### src/rtl/sha_auth_loader_if.sv
// Loader-side word stream and authenticator register bus.
// slave = loader, master = stream source / authenticator side.
interface sha_auth_loader_if;
  logic        in_valid;
  logic [31:0] in_data;
  logic        in_ready;
  logic        cs;
  logic        we;
  logic        wc;
  logic [2:0]  address;
  logic [31:0] write_data;
  logic        digest_valid;

  modport slave (
    input  in_valid, in_data, digest_valid,
    output in_ready, cs, we, wc, address, write_data
  );

  modport master (
    output in_valid, in_data, digest_valid,
    input  in_ready, cs, we, wc, address, write_data
  );
endinterface

### src/rtl/sha_auth_loader.sv
// Streams 8 block words and 8 digest words into an authenticator,
// strobes init, then waits (bounded) for the digest match flag.
module sha_auth_loader #(
  parameter int unsigned TIMEOUT = 100
) (
  input  logic clk,
  input  logic reset_n,
  input  logic start,
  input  logic abort,
  sha_auth_loader_if.slave bus,
  output logic busy,
  output logic done,
  output logic auth_pass,
  output logic auth_fail
);

  typedef enum logic [2:0] {
    S_IDLE,
    S_LOAD_BLK,
    S_LOAD_DIG,
    S_INIT,
    S_WAIT,
    S_DONE
  } state_t;

  localparam logic [7:0] TLAST = 8'(TIMEOUT - 1);

  state_t      state_q, state_d;
  logic [3:0]  cnt_q, cnt_d;
  logic [7:0]  timer_q, timer_d;
  logic        rdy_q, rdy_d;
  logic        cs_q, cs_d;
  logic        we_q, we_d;
  logic        wc_q, wc_d;
  logic [2:0]  addr_q, addr_d;
  logic [31:0] wdata_q, wdata_d;
  logic        busy_q, busy_d;
  logic        done_q, done_d;
  logic        pass_q, pass_d;
  logic        fail_q, fail_d;
  logic        acc;

  assign acc = bus.in_valid && rdy_q;

  always_comb begin
    state_d = state_q;
    cnt_d   = cnt_q;
    timer_d = timer_q;
    cs_d    = 1'b0;
    we_d    = 1'b0;
    wc_d    = wc_q;
    addr_d  = addr_q;
    wdata_d = wdata_q;
    done_d  = 1'b0;
    pass_d  = pass_q;
    fail_d  = fail_q;
    if (abort) begin
      state_d = S_IDLE;
      pass_d  = 1'b0;
      fail_d  = 1'b0;
    end else begin
      unique case (state_q)
        S_IDLE, S_DONE: begin
          if (start) begin
            state_d = S_LOAD_BLK;
            cnt_d   = 4'd0;
            pass_d  = 1'b0;
            fail_d  = 1'b0;
          end
        end
        S_LOAD_BLK, S_LOAD_DIG: begin
          if (acc) begin
            we_d    = 1'b1;
            wc_d    = ~cnt_q[3];
            addr_d  = cnt_q[2:0];
            wdata_d = bus.in_data;
            cnt_d   = cnt_q + 4'd1;
            if (cnt_q == 4'd7)
              state_d = S_LOAD_DIG;
            else if (cnt_q == 4'd15)
              state_d = S_INIT;
          end
        end
        // This cycle carries the final digest write; cs follows it.
        S_INIT: begin
          cs_d    = 1'b1;
          timer_d = 8'd0;
          state_d = S_WAIT;
        end
        S_WAIT: begin
          if (bus.digest_valid) begin
            state_d = S_DONE;
            pass_d  = 1'b1;
            done_d  = 1'b1;
          end else if (timer_q == TLAST) begin
            state_d = S_DONE;
            fail_d  = 1'b1;
            done_d  = 1'b1;
          end else begin
            timer_d = timer_q + 8'd1;
          end
        end
        default: state_d = S_IDLE;
      endcase
    end
    rdy_d  = (state_d == S_LOAD_BLK) ||
             (state_d == S_LOAD_DIG);
    busy_d = rdy_d ||
             (state_d == S_INIT) ||
             (state_d == S_WAIT);
  end

  always_ff @(posedge clk or negedge reset_n) begin
    if (!reset_n) begin
      state_q <= S_IDLE;
      cnt_q   <= 4'd0;
      timer_q <= 8'd0;
      rdy_q   <= 1'b0;
      cs_q    <= 1'b0;
      we_q    <= 1'b0;
      wc_q    <= 1'b0;
      addr_q  <= 3'd0;
      wdata_q <= 32'd0;
      busy_q  <= 1'b0;
      done_q  <= 1'b0;
      pass_q  <= 1'b0;
      fail_q  <= 1'b0;
    end else begin
      state_q <= state_d;
      cnt_q   <= cnt_d;
      timer_q <= timer_d;
      rdy_q   <= rdy_d;
      cs_q    <= cs_d;
      we_q    <= we_d;
      wc_q    <= wc_d;
      addr_q  <= addr_d;
      wdata_q <= wdata_d;
      busy_q  <= busy_d;
      done_q  <= done_d;
      pass_q  <= pass_d;
      fail_q  <= fail_d;
    end
  end

  assign bus.in_ready   = rdy_q;
  assign bus.cs         = cs_q;
  assign bus.we         = we_q;
  assign bus.wc         = wc_q;
  assign bus.address    = addr_q;
  assign bus.write_data = wdata_q;
  assign busy           = busy_q;
  assign done           = done_q;
  assign auth_pass      = pass_q;
  assign auth_fail      = fail_q;

endmodule

### src/flat_wrapper.sv
// flat-port wrapper written by rule: the top's interface ports become plain ports
module sha_auth_loader_flat 
#(
  parameter int unsigned TIMEOUT = 100
)
  (clk, reset_n, start, abort, busy, done, auth_pass, auth_fail, bus_in_valid, bus_in_data, bus_digest_valid, bus_in_ready, bus_cs, bus_we, bus_wc, bus_address, bus_write_data);
  sha_auth_loader_if bus_i ();
  input  logic clk;
  input  logic reset_n;
  input  logic start;
  input  logic abort;
  output logic busy;
  output logic done;
  output logic auth_pass;
  output logic auth_fail;
  input wire logic [$bits(bus_i.in_valid)-1:0] bus_in_valid;
  input wire logic [$bits(bus_i.in_data)-1:0] bus_in_data;
  input wire logic [$bits(bus_i.digest_valid)-1:0] bus_digest_valid;
  output wire logic [$bits(bus_i.in_ready)-1:0] bus_in_ready;
  output wire logic [$bits(bus_i.cs)-1:0] bus_cs;
  output wire logic [$bits(bus_i.we)-1:0] bus_we;
  output wire logic [$bits(bus_i.wc)-1:0] bus_wc;
  output wire logic [$bits(bus_i.address)-1:0] bus_address;
  output wire logic [$bits(bus_i.write_data)-1:0] bus_write_data;
  assign bus_i.in_valid = bus_in_valid;
  assign bus_i.in_data = bus_in_data;
  assign bus_i.digest_valid = bus_digest_valid;
  assign bus_in_ready = bus_i.in_ready;
  assign bus_cs = bus_i.cs;
  assign bus_we = bus_i.we;
  assign bus_wc = bus_i.wc;
  assign bus_address = bus_i.address;
  assign bus_write_data = bus_i.write_data;
  sha_auth_loader #(.TIMEOUT(TIMEOUT)) u_core (.clk(clk), .reset_n(reset_n), .start(start), .abort(abort), .bus(bus_i), .busy(busy), .done(done), .auth_pass(auth_pass), .auth_fail(auth_fail));
endmodule
### config.mk
export PLATFORM = sky130hd
export DESIGN_NAME = sha_auth_loader_flat
export DESIGN_NICKNAME = d
export VERILOG_FILES = /design/src/rtl/sha_auth_loader_if.sv /design/src/rtl/sha_auth_loader.sv /design/src/flat_wrapper.sv
export SDC_FILE = /design/constraint.sdc
export NUM_CORES = 1
export LEC_CHECK = 0
export CORE_MARGIN = 2
export CORE_UTILIZATION = 35
export CTS_CLUSTER_SIZE = 14
export DETAILED_ROUTE_END_ITERATION = 12
export PLACE_DENSITY = 0.6
export SLEW_MARGIN = 10
export SYNTH_ARGS = -nofsm -noshare
export SYNTH_HDL_FRONTEND = slang
export SYNTH_SLANG_ARGS = --single-unit
### constraint.sdc
create_clock -name clk -period 2.1 [get_ports clk]
set_input_delay 0.42 -clock clk [delete_from_list [all_inputs] [get_ports clk]]
set_output_delay 0.42 -clock clk [all_outputs]
set_load 0.005 [all_outputs]
[Word level (Yosys, flattened, before mapping)]
Cells that the tools add are included.
Cells by class
  add/subtract/negate cells: 2
  multiply operators: 0
  div/mod/pow operators: 0
  $lt $le $gt $ge: 0
  equal/unequal tests: 20
  shift operators: 0
  muxes and demuxes: 31
  bitwise logic cells: 2
  reductions and logical operators: 15
Operators by type and width (number)
  2-to-1 mux 3 bit: 7
  2-to-1 mux 8 bit: 2
  one-hot mux 8 bit (2 select lines): 1
  2-to-1 mux 1 bit: 15
  equality test 3 x 2 -> 1 bit (second input constant): 4
  one-hot mux 3 bit (4 select lines): 1
  AND reduction 4 bit: 3
  equality test 3 bit (second input constant): 3
  != test 3 bit (second input constant): 3
  adder 8 x 1 -> 8 bit (second input constant): 1
  equality test 8 x 7 -> 1 bit (second input constant): 1
  2-to-1 mux 4 bit: 2
  one-hot mux 4 bit (2 select lines): 1
  equality test 3 x 1 -> 1 bit (second input constant): 2
  != test 2 bit (second input constant): 3
  AND reduction 3 bit: 2
  adder 4 x 1 -> 4 bit (second input constant): 1
  equality test 4 x 3 -> 1 bit (second input constant): 1
  equality test 4 bit (second input constant): 1
  one-hot mux 1 bit (2 select lines): 2
  nonzero test 2 bit: 2
  OR reduction 2 bit: 2
  zero test 3 bit: 1
  logical OR 1 bit: 3
  5 further kinds: 6
Storage, ports and cells
  flip-flop bits (word level): 58
  bits in latches: 0
  bits in writable memories: 0
  memory bits (read-only): 0
  output and inout bits: 43
  memories kept: 0

[Longest topological paths before layout]
Gate-level depths: netlist of the first run.
  depth after elaboration: 10
  gate-level depth with buffers: 10
  depth with buffers taken out: 6

[Least setup slack after synthesis of the first run]
Ideal clock, no wire load.
  path type: register to register
  start point: register u_core.timer_q[0]
  end point: register u_core.timer_q[6]
  setup time: 0.079 ns
  arrival: 1.692 ns
  setup slack: 0.328 ns
  cell stages (with the launch flop): 8
  path through: dfrtp_1 ha_1 nor3b_1 a21oi_1 o21ai_2 buf_6 nor4_2 mux2i_1
Between the ends
  word-level cells in the longest chain between the ends: 4
Ends and longest elaborated chain
  from (decl): RTL line sha_auth_loader.sv:30  | logic [7:0] timer_q, timer_d;
  from (signal assigned): RTL line sha_auth_loader.sv:131  | timer_q <= timer_d;
  adder 8 x 1 -> 8 bit: RTL line sha_auth_loader.sv:100  | timer_d = timer_q + 8'd1;
  2-to-1 mux 8 bit: RTL line sha_auth_loader.sv:95  | end else if (timer_q == TLAST) begin
  2-to-1 mux 8 bit: RTL line sha_auth_loader.sv:91  | if (bus.digest_valid) begin
  one-hot mux 8 bit (2 select lines): RTL line sha_auth_loader.sv:62  | unique case (state_q)
Parallel ways exist; a longest one is shown, timed or not. The select of a mux whose other input is x is not followed.
A chain may end at the register's enable or synchronous reset.

[Worst setup path after layout of the first run]
  start point: register u_core.state_q[2]
  end point: register u_core.timer_q[3]
Between the ends
  word-level cells in the longest chain between the ends: 3
Ends and longest elaborated chain
  from (decl): RTL line sha_auth_loader.sv:28  | state_t state_q, state_d;
  from (signal assigned): RTL line sha_auth_loader.sv:129  | state_q <= state_d;
  equality test 3 bit / equality test 3 x 2 -> 1 bit (equally long branches): RTL line sha_auth_loader.sv:62
  != test 2 bit (no source line) / nonzero test 2 bit (equally long branches)
  AND reduction 4 bit (no source line)
Parallel ways exist; a longest one is shown, timed or not.

==> flow_metrics.env, run 1 <==
export IMPL_num_io_pins=81
export IMPL_layout_cells_non_filler=474
export IMPL_drc_errors=0
export IMPL_ys_flop_type="dfrtp_1"
export IMPL_n_antenna_cell=0
export IMPL_placementRows=31
export IMPL_hold_class="primary input to async pin"
export IMPL_antenna_found_initial=0
export IMPL_cts_hold_buf=0
export IMPL_area_growth_pct=42.52
export IMPL_fin_worst_skew_ps=8.383
export IMPL_fin_ws_ps=147.7
export IMPL_crit_required_ps=2290
export IMPL_yosysWarnings=0
export IMPL_port_buffers=80
export IMPL_worst_pin_slew_ps=526.6
export IMPL_cap_violations=0
export IMPL_cts_tree="yes"
export IMPL_synthTopCellsByArea="dfrtp_1 (55%), nand2_1 (17%), buf_6 (3.0%), mux2i_1 (1.5%), nand3_1 (1.5%)"
export IMPL_core_um2=7253
export IMPL_ys_top_cells_by_count="nand2_1 (118), dfrtp_1 (58), inv_1 (8), nand3_1 (8), o21ai_0 (8)"
export IMPL_drt_iter0_drc=124
export IMPL_grt_util_all_layers=0.1586
export IMPL_htree_levels=3
export IMPL_yosysMostFrequentCell="nand2_1"
export IMPL_fmax_mhz=512.2
export IMPL_maxSlewHeadroom=0.6489
export IMPL_synth_edf_count=0
export IMPL_ys_seq_elements=58
export IMPL_grt_max_degree=59
export IMPL_grt_pass1_wl_um=10390
export IMPL_firstDrtPassIters=4
export IMPL_dp_cells=460
export IMPL_worst_path_buf_inv=0
export IMPL_cpLargestDelayFamily="simple AND/OR/NAND/NOR gates"
export IMPL_setup_viol=0
export IMPL_critPathArrivalTime_ps=2150
export IMPL_rsz0062_at_grt="no"
export IMPL_final_area_um2=3729
export IMPL_cts_made_buffers=9
export IMPL_final_hold_viol_count=0
export IMPL_placed_cell_area_um2=3566
export IMPL_clkLatencyLatePin_ps=330
export IMPL_async_flop_share=1.000
export IMPL_drive_gt1_frac=0.1120
export IMPL_grt_pass1_vias=2055
export IMPL_design_die_area_um2=8183
export IMPL_synth_cells=280
export IMPL_routabilityCongestion=0.7784
export IMPL_worstPathCellList="or3b_1 > nand2b_4 > o21ai_2 > or4_1 > a21oi_1"
export IMPL_overflow=0
export IMPL_clk_pin_slew_ps=60
export IMPL_syn_area_um2=2616
export IMPL_num_nets_final=412
export IMPL_clk_path_buf_depth=2
export IMPL_p_leak_nw=1.777
export IMPL_min_period_ps=1952
export IMPL_min_period_over_period=0.9296
export IMPL_start_util=0.3607
export IMPL_critPathMaxFanout=13
export IMPL_dp_hpwl_um=4411
export IMPL_fp_dieW_um=90.46
export IMPL_peakVddDrop_mv=0.3496
export IMPL_slowest_delay_ps=500
export IMPL_start_kind="flip-flop"
export IMPL_ys_seq_area_frac=0.5548
export IMPL_pre_cts_slack_ps=-137.3
export IMPL_setup_tns_ps=0
export IMPL_worstSetupPathType="flip-flop to flip-flop"
export IMPL_status="finished clean"
export IMPL_via_per_inst=4.643
export IMPL_cp_slowest_cell="dfrtp_1"
export IMPL_cts_sinks=58
export IMPL_root_buffer="clkbuf_8"
export IMPL_slew_violations=0
export IMPL_synth_area_leader_cell="dfrtp_1"
export IMPL_antenna_left=0
export IMPL_wl_per_cell_um=12.99
export IMPL_die_h_um=90.46
export IMPL_ys_types=43
export IMPL_syn_nets=320
export IMPL_avgSynthCellArea_um2=9.344
export IMPL_drt_wl_total_um=6159
export IMPL_crit_path_end_kind="flip-flop"
export IMPL_vias=2201
export IMPL_pwr_density_cell_nw_per_um2=747.2
export IMPL_synth_top_area_frac=0.5548
placed cells by master, fill, tap and decap left out, types with 6 or more instances in the layout:
cell type / instances
nand3_1: 8
clkbuf_8: 10
o21ai_0: 8
inv_1: 8
dfrtp_1: 58
buf_4: 15
nand2_1: 118
clkdlybuf4s50_1: 79
a21oi_1: 6
routing by layer:
layer / wire length (um) / GRT usage
met1: 2975 / 0.2188
met2: 2853 / 0.2400
met3: 244 / 0.03255
met4: 85 / 0.07308
met5: 0 / 0
worst register-to-register path, cell delays in order, from the launching register on:
cell	delay (ps)
dfrtp_1	500
or3b_1	440
nand2b_4	170
o21ai_2	450
or4_1	190
a21oi_1	70
power breakdown:
| part | internal (mW) | leakage [nW] | total, mW | switching [mW] |
|---|---|---|---|---|
| clock | 0.443 | 0.0810 | 0.854 | 0.411 |
| sequential | 1.27 | 0.776 | 1.35 | 0.0801 |
| combinational | 0.373 | 0.921 | 0.586 | 0.213 |
registers in the layout, indices dropped and copies added (netlist names), 3 cells and up:
| register | cells |
|---|---|
| u_core.bus.address | 3 |
| u_core.bus.write_data | 32 |
| u_core.cnt_q | 4 |
| u_core.state_q | 3 |
| u_core.timer_q | 8 |
path summary, 6_finish.rpt:
path                                              startpoint                                     to  slack [ps]  cells after the start
setup / recovery                 u_core.state_q[2]$_DFF_PN0_          u_core.timer_q[3]$_DFFE_PN0P_         150                      5
hold / removal                                       reset_n  u_core.bus.write_data[28]$_DFFE_PN0P_          80                      2
setup reg to reg                 u_core.state_q[2]$_DFF_PN0_          u_core.timer_q[3]$_DFFE_PN0P_         150                      5
hold reg to reg            u_core.bus.address[1]$_DFFE_PN0P_      u_core.bus.address[1]$_DFFE_PN0P_         470                      2
max in group asynchronous                            reset_n  u_core.bus.write_data[25]$_DFFE_PN0P_        1740                      2
min in group clk           u_core.bus.address[1]$_DFFE_PN0P_      u_core.bus.address[1]$_DFFE_PN0P_         470                      2
layout make-up:
| class | instances | area [um2] |
|---|---|---|
| clock inverters | 3 | 17.52 |
| multi-input cells | 197 | 1012 |
| well taps | 99 | 123.9 |
| fillers | 701 | 3525 |
| flip-flops and latches | 58 | 1451 |
| inverters | 9 | 33.78 |
| clock buffers | 11 | 141.4 |
| repair buffers | 97 | 948.4 |
cells by family (layout without fill, tap and decap cells):
kind of cell / count (synthesis) / in the layout / synth area share
DFF: 58 / 58 / 0.5548
buffers and inverters: 25 / 120 / 0.05978
AOI/OAI and AO/OA: 33 / 33 / 0.08561
xor gates and xnor gates: 1 / 1 / 0.003348
adders and majority gates: 2 / 2 / 0.009563
muxes: 4 / 4 / 0.01530
and+or+nand+nor: 157 / 157 / 0.2716
stage by stage:
step                utilization  hold WS (ps)  total power [mW]
floorplan                     -         124.4             1.531
global placement         0.4916         453.2             1.950
detailed placement       0.4916         459.4             1.964
CTS                      0.5135         93.81             2.839
global route             0.5141         111.2             2.955
finish                   0.5141         76.67             2.786
what timing repair did:
item	CTS	global route
resized for setup	0	1
endpoints found under the setup margin	0	3
buffers inserted	0	0
No activity file was read; power rests on OpenSTA's default activity.
==> run 2, diff against run 1 <==
--- a/config.mk
+++ b/config.mk
@@ -5,6 +5,7 @@
 export SDC_FILE = /design/constraint.sdc
 export NUM_CORES = 1
 export LEC_CHECK = 0
+export CAP_MARGIN = 20
 export CORE_MARGIN = 2
 export CORE_UTILIZATION = 35
 export CTS_CLUSTER_SIZE = 14
==> results of run 2 <==
Final layout, timing and power as in run 1 (identical DEF).
==> run 3, diff against run 2 <==
--- a/config.mk
+++ b/config.mk
@@ -8,9 +8,10 @@
 export CAP_MARGIN = 20
 export CORE_MARGIN = 2
 export CORE_UTILIZATION = 35
-export CTS_CLUSTER_SIZE = 14
+export CTS_CLUSTER_SIZE = 16
 export DETAILED_ROUTE_END_ITERATION = 12
 export PLACE_DENSITY = 0.6
+export REMOVE_ABC_BUFFERS = 1
 export SLEW_MARGIN = 10
 export SYNTH_ARGS = -nofsm -noshare
 export SYNTH_HDL_FRONTEND = slang
==> flow_metrics.env, run 3 (synthesis gave the netlist of run 1 again) <==
export IMPL_fin_worst_skew_ps=8.594
export IMPL_fp_dieW_um=90.46
export IMPL_cts_tree="yes"
export IMPL_clkLatencyLatePin_ps=340
export IMPL_most_common_layout_cells="nand2_1 (118), clkdlybuf4s50_1 (79), dfrtp_1 (58), buf_4 (13), clkbuf_8 (10)"
export IMPL_reg2reg_setup_slack_ps=230
export IMPL_crit_required_ps=2370
export IMPL_timing_rr_start="u_core.timer_q[0]$_DFFE_PN0P_"
export IMPL_cpLargestDelayFamily="simple AND/OR/NAND/NOR gates"
export IMPL_worstPathCellList="ha_1 > nor3b_1 > a21oi_2 > o21ai_4 > or4_1 > a21oi_1"
export IMPL_antenna_found_initial=0
export IMPL_r2r_end="u_core.timer_q[3]$_DFFE_PN0P_"
export IMPL_worst_path_buf_inv=0
export IMPL_dp_hpwl_um=4351
export IMPL_layout_cells_non_filler=474
export IMPL_p_leak_nw=1.797
export IMPL_critPathArrivalTime_ps=2140
export IMPL_routabilityCongestion=0.8041
export IMPL_pwr_density_cell_nw_per_um2=811.7
export IMPL_final_area_um2=3781
export IMPL_cap_violations=0
export IMPL_largest_register_ffs=32
export IMPL_worst_pin_slew_ps=420.7
export IMPL_fmax_mhz=535.1
export IMPL_crit_path_end_kind="flip-flop"
export IMPL_final_common_cell="nand2_1"
export IMPL_cts_sinks=58
export IMPL_fillers=687
export IMPL_cp_slowest_cell="or4_1"
export IMPL_wl_per_cell_um=13.22
export IMPL_fin_util=0.5213
export IMPL_via_per_inst=4.713
export IMPL_grt_max_degree=59
export IMPL_hold_class="primary input to async pin"
export IMPL_dp_cells=458
export IMPL_n_antenna_cell=0
export IMPL_drive_gt1_frac=0.1120
export IMPL_core_um2=7253
export IMPL_status="finished clean"
export IMPL_vias=2234
export IMPL_clk_path_buf_depth=2
export IMPL_ff2ff_path_depth=6
export IMPL_antenna_left=0
export IMPL_drc_errors=0
export IMPL_grt_util_all_layers=0.1657
export IMPL_slowest_delay_ps=480
export IMPL_final_hold_viol_count=0
export IMPL_setup_tns_ps=0
export IMPL_grt_pass1_wl_um=10730
export IMPL_cts_made_buffers=9
export IMPL_clk_pin_slew_ps=70
export IMPL_drt_iter0_drc=121
export IMPL_drt_wl_total_um=6265
export IMPL_area_growth_pct=44.52
export IMPL_htree_levels=3
export IMPL_start_util=0.3607
export IMPL_placementRows=31
export IMPL_power_total_mw=3.069
export IMPL_start_kind="flip-flop"
export IMPL_num_nets_final=410
export IMPL_rsz0062_at_grt="no"
export IMPL_grt_pass1_vias=2153
export IMPL_placed_cell_area_um2=3551
export IMPL_die_h_um=90.46
export IMPL_peakVddDrop_mv=0.3817
export IMPL_slew_violations=0
export IMPL_port_buffers=80
export IMPL_overflow=0
export IMPL_min_period_over_period=0.8899
export IMPL_root_buffer="clkbuf_8"
export IMPL_min_period_ps=1869
export IMPL_worstSetupPathType="flip-flop to flip-flop"
export IMPL_maxSlewHeadroom=0.7157
export IMPL_critPathMaxFanout=13
export IMPL_setup_viol=0
export IMPL_design_die_area_um2=8183
export IMPL_firstDrtPassIters=4
export IMPL_num_io_pins=81
-- run 3: metal layers --
metal	global-route usage	share of wire	routed length (um)	vias to the layer above
met2	0.2220	0.40	2499	81
li1	-	-	-	1108
met1	0.2379	0.51	3208	1034
met5	0	0	0	-
met4	0.07821	0.025	157	0
met3	0.05760	0.064	399	11
-- run 3: timing repair --
action                                  CTS  global route
endpoints found under the setup margin    0             2
setup buffers                             0             0
gates resized for setup                   0             2
hold buffers                              0             0
-- run 3: through the flow --
step | worst slack [ps] | hold slack [ps]
6_report | 231.2 | 72.06
3_5_place_dp | -129.7 | 457.4
4_1_cts | 109.5 | 82.37
3_3_place_gp | -99.80 | 452.3
2_1_floorplan | -159.9 | 124.4
5_1_grt | 81.27 | 86.28
-- run 3: how the worst max path moves through the flow --
stage / to / slack [ps] / from / cells past startpoint
after global placement: u_core.timer_q[7]$_DFFE_PN0P_ / -100 / start / 6
final: u_core.timer_q[3]$_DFFE_PN0P_ / 230 / u_core.timer_q[0]$_DFFE_PN0P_ / 6
after detailed placement: u_core.timer_q[7]$_DFFE_PN0P_ / -130 / start / 6
after global routing: u_core.timer_q[4]$_DFFE_PN0P_ / 80 / u_core.timer_q[0]$_DFFE_PN0P_ / 6
after CTS: u_core.timer_q[7]$_DFFE_PN0P_ / 110 / u_core.state_q[2]$_DFF_PN0_ / 5
after floorplan: u_core.cnt_q[1]$_DFFE_PN0P_ / -160 / u_core.state_q[1]$_DFF_PN0_ / 5
-- run 3: layout make-up --
cell class              count  area (um2)  share of cell area
clock buffers              11       141.4             0.03739
clock inverters             5       77.57             0.02052
inverters                   9       33.78            0.008934
multi-input cells         197        1020              0.2697
flip-flops and latches     58        1451              0.3839
well taps                  99       123.9             0.03276
repair buffers             95       933.4              0.2469
-- run 3: power by group --
part | switching (mW) | total (mW) | internal, mW
clock | 0.439 | 1.14 | 0.696
combinational | 0.219 | 0.592 | 0.373
sequential | 0.0763 | 1.34 | 1.27
